===== config.mk =====
export PLATFORM = sky130hd
export DESIGN_NAME = cpu_fifo_arbiter
export DESIGN_NICKNAME = d
export VERILOG_FILES = /design/src/rtl/cpu_arb_pkg.sv /design/src/rtl/cpu_rr_picker.sv /design/src/rtl/cpu_fifo_arbiter.sv
export SDC_FILE = /design/constraint.sdc
export NUM_CORES = 1
export LEC_CHECK = 0
export CORE_UTILIZATION = 37
export DETAILED_ROUTE_END_ITERATION = 6
export GPL_ROUTABILITY_DRIVEN = 0
export PLACE_DENSITY = 0.91
export SKIP_LAST_GASP = 1
export SLEW_MARGIN = 5
export SYNTH_ARGS = -nofsm -noshare
export SYNTH_HDL_FRONTEND = slang
export SYNTH_HIERARCHICAL = 1
export SYNTH_SLANG_ARGS = --single-unit
export TNS_END_PERCENT = 50

===== constraint.sdc =====
create_clock -name clock -period 2.08 [get_ports clock]
set_input_delay 0.624 -clock clock [delete_from_list [all_inputs] [get_ports clock]]
set_output_delay 0.624 -clock clock [all_outputs]
set_load 0.02 [all_outputs]

===== src/rtl/cpu_arb_pkg.sv =====
// Shared definitions for the CPU FIFO write-port arbiter: FSM encoding and
// the grant-index width helper.
package cpu_arb_pkg;

  typedef enum logic {
    ARB_IDLE  = 1'b0,
    ARB_GRANT = 1'b1
  } arb_state_t;

  // A single producer still needs a one-bit index to drive grant_id.
  function automatic int idx_w(input int n);
    return (n > 1) ? $clog2(n) : 1;
  endfunction

endpackage


===== src/rtl/cpu_rr_picker.sv =====
// Combinational round-robin picker: lowest valid index at or after last+1,
// wrapping so that last itself has the lowest priority.
module cpu_rr_picker
  import cpu_arb_pkg::*;
#(
  parameter int requesters = 4,
  parameter int iw         = idx_w(requesters)
) (
  input  logic [requesters-1:0] valid,
  input  logic [iw-1:0]         last,
  output logic [iw-1:0]         pick,
  output logic                  any
);

  // Scan from the farthest candidate inwards so the nearest one wins.
  always_comb begin
    pick = '0;
    any  = 1'b0;
    for (int k = requesters; k >= 1; k--) begin
      int j;
      j = int'(last) + k;
      if (j >= requesters) j = j - requesters;
      if (valid[iw'(j)]) begin
        pick = iw'(j);
        any  = 1'b1;
      end
    end
  end

endmodule


===== src/rtl/cpu_fifo_arbiter.sv =====
// Round-robin arbiter sharing one CPU FIFO write port among several producers.
// Define CPU_ARB_BURST_EN to let a grant carry up to `burst` beats.
module cpu_fifo_arbiter
  import cpu_arb_pkg::*;
#(
  parameter  int width      = 32,
  parameter  int requesters = 4,
  parameter  int burst      = 4,
  localparam int idx_width  = idx_w(requesters)
) (
  input  logic                         clock,
  input  logic                         reset,
  input  logic [requesters*width-1:0]  req_data,
  input  logic [requesters-1:0]        req_valid,
  output logic [requesters-1:0]        req_full,
  output logic [width-1:0]             output_data,
  output logic                         output_valid,
  input  logic                         output_full,
  output logic [idx_width-1:0]         grant_id,
  output logic                         grant_active
);

`ifdef CPU_ARB_BURST_EN
  localparam int beat_limit = burst;
`else
  localparam int beat_limit = 1;
`endif
  localparam int cnt_width = $clog2(burst + 1);

  arb_state_t           state;
  logic [idx_width-1:0] last;
  logic [cnt_width-1:0] beat_cnt;
  logic [idx_width-1:0] pick;
  logic                 pick_any;
  logic                 slot_free;
  logic                 granted_valid;
  logic                 accept;
  logic                 limit_hit;
  logic                 release_grant;

  cpu_rr_picker #(
    .requesters (requesters),
    .iw         (idx_width)
  ) u_picker (
    .valid (req_valid),
    .last  (last),
    .pick  (pick),
    .any   (pick_any)
  );

  assign slot_free     = !output_valid || !output_full;
  assign granted_valid = req_valid[grant_id];
  assign accept        = (state == ARB_GRANT) && granted_valid && slot_free;
  assign limit_hit     = accept && (beat_cnt == cnt_width'(beat_limit - 1));
  assign release_grant = (state == ARB_GRANT) &&
                         ((!granted_valid && slot_free) || limit_hit);

  // Backpressure depends only on grant state and the output slot, never on req_valid.
  always_comb begin
    req_full = '1;
    if ((state == ARB_GRANT) && slot_free) req_full[grant_id] = 1'b0;
  end

  always_ff @(posedge clock) begin
    if (reset) begin
      state        <= ARB_IDLE;
      grant_active <= 1'b0;
      grant_id     <= '0;
      last         <= idx_width'(requesters - 1);
      beat_cnt     <= '0;
      output_valid <= 1'b0;
      output_data  <= '0;
    end else begin
      if (accept) begin
        output_data  <= req_data[int'(grant_id)*width +: width];
        output_valid <= 1'b1;
      end else if (output_valid && !output_full) begin
        output_valid <= 1'b0;
      end

      case (state)
        ARB_IDLE: begin
          if (pick_any) begin
            state        <= ARB_GRANT;
            grant_active <= 1'b1;
            grant_id     <= pick;
            last         <= pick;
            beat_cnt     <= '0;
          end
        end
        ARB_GRANT: begin
          if (release_grant) begin
            beat_cnt <= '0;
            if (pick_any) begin
              grant_id <= pick;
              last     <= pick;
            end else begin
              state        <= ARB_IDLE;
              grant_active <= 1'b0;
            end
          end else if (accept) begin
            beat_cnt <= beat_cnt + 1'b1;
          end
        end
      endcase
    end
  end

endmodule


==> reports/results.ini, run 1 <==
[global_routing]
grtUsageMet1_pct=27.3
use_met2_pct=43.1
grt_antenna_before_repair=0
grt_first_pass_wirelength_um=13900
grt.met3_usage_pct=4.06
grt_pass1_vias=2982
busiest_layer=met2
gr-usage-all-layers_pct=23.0
grt_overflow=0
grt_max_degree=60

[clock_network]
htreeDepth=2
cts_sinks=42
cts_root_buf=clkbuf_8
cts_max_path_buffers=2
postCtsHoldBufs=0
cts_tree=done
numCtsBuffers=5
path_clk_slew_ns=0.08
clk_latency_ns=0.28

[logic_synthesis]
synth_enable_flop_cells=0
yosysMostFrequentCell=dfxtp_1
netlist_area_sq_um=2800
synth_nets=400
synthArstFlopShare_pct=0
ys_seq_area_share_pct=30.1
syn_area_per_cell_sq_um=10.7
synth_top_area_share_pct=30.1
synth.largest_area_cell=dfxtp_1
synthCells=262
synth_ff_type=dfxtp_1
synth_top_cells_by_area=dfxtp_1, mux4_2, a21bo_2
synth_cell_type_count=34
ys_seq_elements=42
ys_warn_count=6
synth_common_cells=dfxtp_1, a21oi_1, mux4_2, nand3_1, a21bo_2

[hold_path]
hold_depth=2
hp-class=reg2reg

[pwr]
powerDensity_nw_per_um2=554
finalPower_mw=2.78
leakage_nw=1.89
vdd_ir_drop_max_mv=0.332

[run_status]
outcome=complete, no violations

[route]
vias=2879
drcViolationCount=0
drt-total-wl_um=9110
antenna_left=0
wl_per_cell_um=16.7
firstDrtPassIters=4
viasPerCell=5.27
drt-initial-drc-count=89

[final_layout]
seq_area_sq_um=843
antenna_cells=0
stdcell_count=546
layout-drive-gt1-share_pct=27.1
multiInputGateArea_sq_um=1830
area_growth_pct=79.2
n_fill_cell=574
fin_nets=584

[sta]
skew_ns=0.00633
clock.fmax_mhz=486
finalCritPeriodShare_pct=98.9
setup_viol=0
maxSlewViolCount=0
rsz0062_at_grt=no
maxSlewHeadroom_pct=61.0
min_period_ns=2.06
worst_pin_slew_ns=0.585
hold_viol_final=0

[placed_design]
dp.cells=529
port-buffer-count=174
dp_hpwl_um=6770

[floorplanning]
start_util_pct=38.4
die_h_um=89.0
row_count=31
dieArea_sq_um=7910
dieWidth_um=89.0
io_pins=175
fp.coreArea_sq_um=7290

[worst_setup_path]
cp.required_ns=1.46
end_kind=output port
start_kind=primary input
cp_max_fo=2
critPathKind=in2out
reg2reg_depth=6
crit_arrival_ns=1.43

[flow_run]
drv_cap=0

per-stage QoR:
stage          setup slack [ns]  util [%]  hold WS, ns  area, sq um  TNS (ns)
6_report                 0.0222      68.8        0.518         5010         0
5_1_grt                0.000642      68.8        0.528         5010         0
4_1_cts                 -0.0858      67.1        0.513         4900    -0.781
3_5_place_dp             -0.869      64.8        0.502         4720    -16.01
3_3_place_gp             -0.852      64.8        0.469         4720    -14.72
2_1_floorplan            0.0328         -        0.467         2800         0
cell families after synthesis:
kind of cell,Yosys count,share of synthesized area (%)
buffers and inverters,36,5.77
adders and majority gates,3,1.34
muxes,36,27.6
AOI/OAI and AO/OA,87,24.0
DFF,42,30.1
and+or+nand+nor,58,11.2
where the power goes:
group	switching (mW)	total [mW]	leakage, nW	internal (mW)
combinational	0.523	1.32	1.49	0.798
clock	0.267	0.535	0.0482	0.268
sequential	0.0416	0.920	0.344	0.879
sequential cells by signal, summed over array words and instances, names as in the netlist:
name	count
beat_cnt	3
output_data	32
grant_id	2
state	1
output_valid	1
grant_active	1
last	2
area by class of cell:
cell class	count	area share [%]
clock buffers	7	1.72
multi-input cells	184	36.5
repair buffers	206	41.9
flip-flops and latches	42	16.8
inverters	7	0.524
clock inverters	1	0.0998
well taps	99	2.47
critical path, stage by stage:
cell and delay (ns):
buf_2 0.12, a21boi_4 0.15, or3b_4 0.39, buf_6 0.14
timing repair:
item,4_1_cts,5_1_grt
gates cloned,2,2
buffers inserted,1,4
gates resized for setup,29,9
endpoints found under the setup margin,38,34
pin swaps,2,2
cell usage in the layout (no fill, tap or decap), drive strengths merged, types with 4 or more instances in the layout:
master | Yosys | routed
nand2b | 10 | 10
clkdlybuf4s50 | 0 | 162
dlymetal6s2s | 0 | 4
nor2 | 5 | 5
buf | 19 | 35
a21oi | 39 | 39
nand3 | 33 | 33
clkbuf | 10 | 9
inv | 7 | 7
mux4 | 33 | 33
a21bo | 32 | 32
dfxtp | 42 | 42
metal layers:
layer  up-vias  part of all wire (%)
met4         0                  0.87
met2        97                    56
met1      1400                    39
met3         6                   4.8
met5         -                     0
li1       1376                     -
final timing paths:
check,startpoint,end,slack (ns)
min,beat_cnt[1],beat_cnt[1],0.52
min reg2reg,beat_cnt[1],beat_cnt[1],0.52
max,output_full,req_full[0],0.02
max reg2reg,grant_id[0],last[1],0.19
Note: power is estimated with default switching activity, not from simulation.
==> run 2, diff against run 1 <==
Settings changed: CORE_MARGIN set to 1, CORE_UTILIZATION 37 to 40, PLACE_DENSITY 0.91 to 0.95.
Clock period 2.08 ns to 2.45 ns, I/O delays scaled along.
==> run 2 against run 1 <==
Against the previous run:
- non-clock buffer count down 10
- sequential cell count unchanged
- highest routed layer unchanged
- total power down 16%
- largest power group unchanged
- via count up 1.6%
- routed wire length down 1.1%
- critical endpoint unchanged
==> reports/results.ini, run 2 (synthesis gave the netlist of run 1 again) <==
[route]
drt-initial-drc-count=79
drcViolationCount=0
wl_per_cell_um=17.4
vias=2925
firstDrtPassIters=4
drt-total-wl_um=9010
viasPerCell=5.66
antenna_left=0

[placed_design]
dp.cells=505
dp_hpwl_um=6950
dpl_cell_area_sq_um=4650
port-buffer-count=174

[worst_setup_path]
crit_arrival_ns=1.60
cp.required_ns=1.71
end_kind=output port
start_kind=primary input
cp_max_fo=3
critPathKind=in2out

[final_layout]
final_cell_mix=clkdlybuf4s50_1, dfxtp_1, a21oi_1
area_growth_pct=72.5
final_util_pct=71.4
top_regs=output_data x32, beat_cnt x3
layout-drive-gt1-share_pct=24.9
antenna_cells=0
regMostFlops=output_data
largest_reg_flops=32
fin_nets=574
stdcell_count=517
layout_commonest_cell=clkdlybuf4s50_1
final_area_sq_um=4830

[global_routing]
grt_overflow=0
grt_pass1_vias=2997
gr-usage-all-layers_pct=24.6
grt_max_degree=40
grt_first_pass_wirelength_um=14200
grt_antenna_before_repair=0

[pwr]
vdd_ir_drop_max_mv=0.346
powerDensity_nw_per_um2=480
finalPower_mw=2.32
leakage_nw=1.77

[sta]
min_period_ns=2.34
maxSlewHeadroom_pct=68.2
setup_viol=0
whs_ns=0.487
skew_ns=0.00804
clock.fmax_mhz=428
rsz0062_at_grt=yes
finalCritPeriodShare_pct=95.4
maxSlewViolCount=0
worst_pin_slew_ns=0.478
hold_viol_final=0

[run_status]
outcome=complete, no violations

[floorplanning]
io_pins=175
dieWidth_um=85.6
row_count=30
die_h_um=85.6
start_util_pct=41.4
fp.coreArea_sq_um=6760
dieArea_sq_um=7330

[clock_network]
numCtsBuffers=5
clk_latency_ns=0.29
cts_sinks=42
cts_max_path_buffers=2
htreeDepth=2
cts_tree=done
cts_root_buf=clkbuf_8
path_clk_slew_ns=0.08

[flow_run]
drv_cap=0

[hold_path]
hp-class=reg2reg

run 2: final cells by class:
cell class,instances,area [sq um]
timing repair buffer,196,1940
sequential,42,843
inverter,7,26.3
clock inverter,3,40.0
clock buffer,5,68.8
multi-input combinational,184,1810
tap,80,100
fill,466,1930
run 2: metal layers:
metal / global-route usage (%) / vias to the layer above / share of wire (%)
met4: 9.24 / 0 / 1.5
li1: - / 1354 / -
met1: 27.6 / 1430 / 37
met2: 46.8 / 127 / 57
met5: 0 / - / 0
met3: 3.95 / 14 / 5.1
run 2: report_power, final:
part           total [mW]  switching, mW  internal (mW)  leakage (nW)
sequential          0.798         0.0516          0.746         0.344
combinational       0.987          0.400          0.588          1.36
clock               0.534          0.234          0.300        0.0579
total                2.32          0.686           1.63          1.77
run 2: metrics by stage:
step	setup TNS (ns)	setup slack (ns)
finish	0	0.112
global route	-0.0311	-0.0311
CTS	0	0.00886
detailed placement	-5.39	-0.689
global placement	-3.95	-0.648
floorplan	0	0.181
run 2: critical path, stage by stage:
cell,delay [ns]
clkbuf_2,0.11
a21boi_4,0.21
or3b_4,0.41
buf_6,0.14
run 2: repair_timing:
action                                  CTS  global route
pin swaps                                 1             1
hold buffers                              0             0
buffers inserted                          1             2
endpoints found under the hold margin     0             0
endpoints found under the setup margin    4             5
cloned                                    1             0
gates resized for setup                  21             1
run 2: final timing paths:
kind | endpoint | cells after the start | slack, ns | from
max reg2reg | output_data[27] | 4 | 0.49 | grant_id[0]
min reg2reg | grant_active | 2 | 0.49 | grant_active
min | grant_active | 2 | 0.49 | grant_active
max | req_full[0] | 4 | 0.11 | output_full
==> run 3, diff against run 2 <==
Settings changed: SLEW_MARGIN 5 to not set.
==> results of run 3 <==
No change in the layout: final DEF, timing and power equal those of run 2.
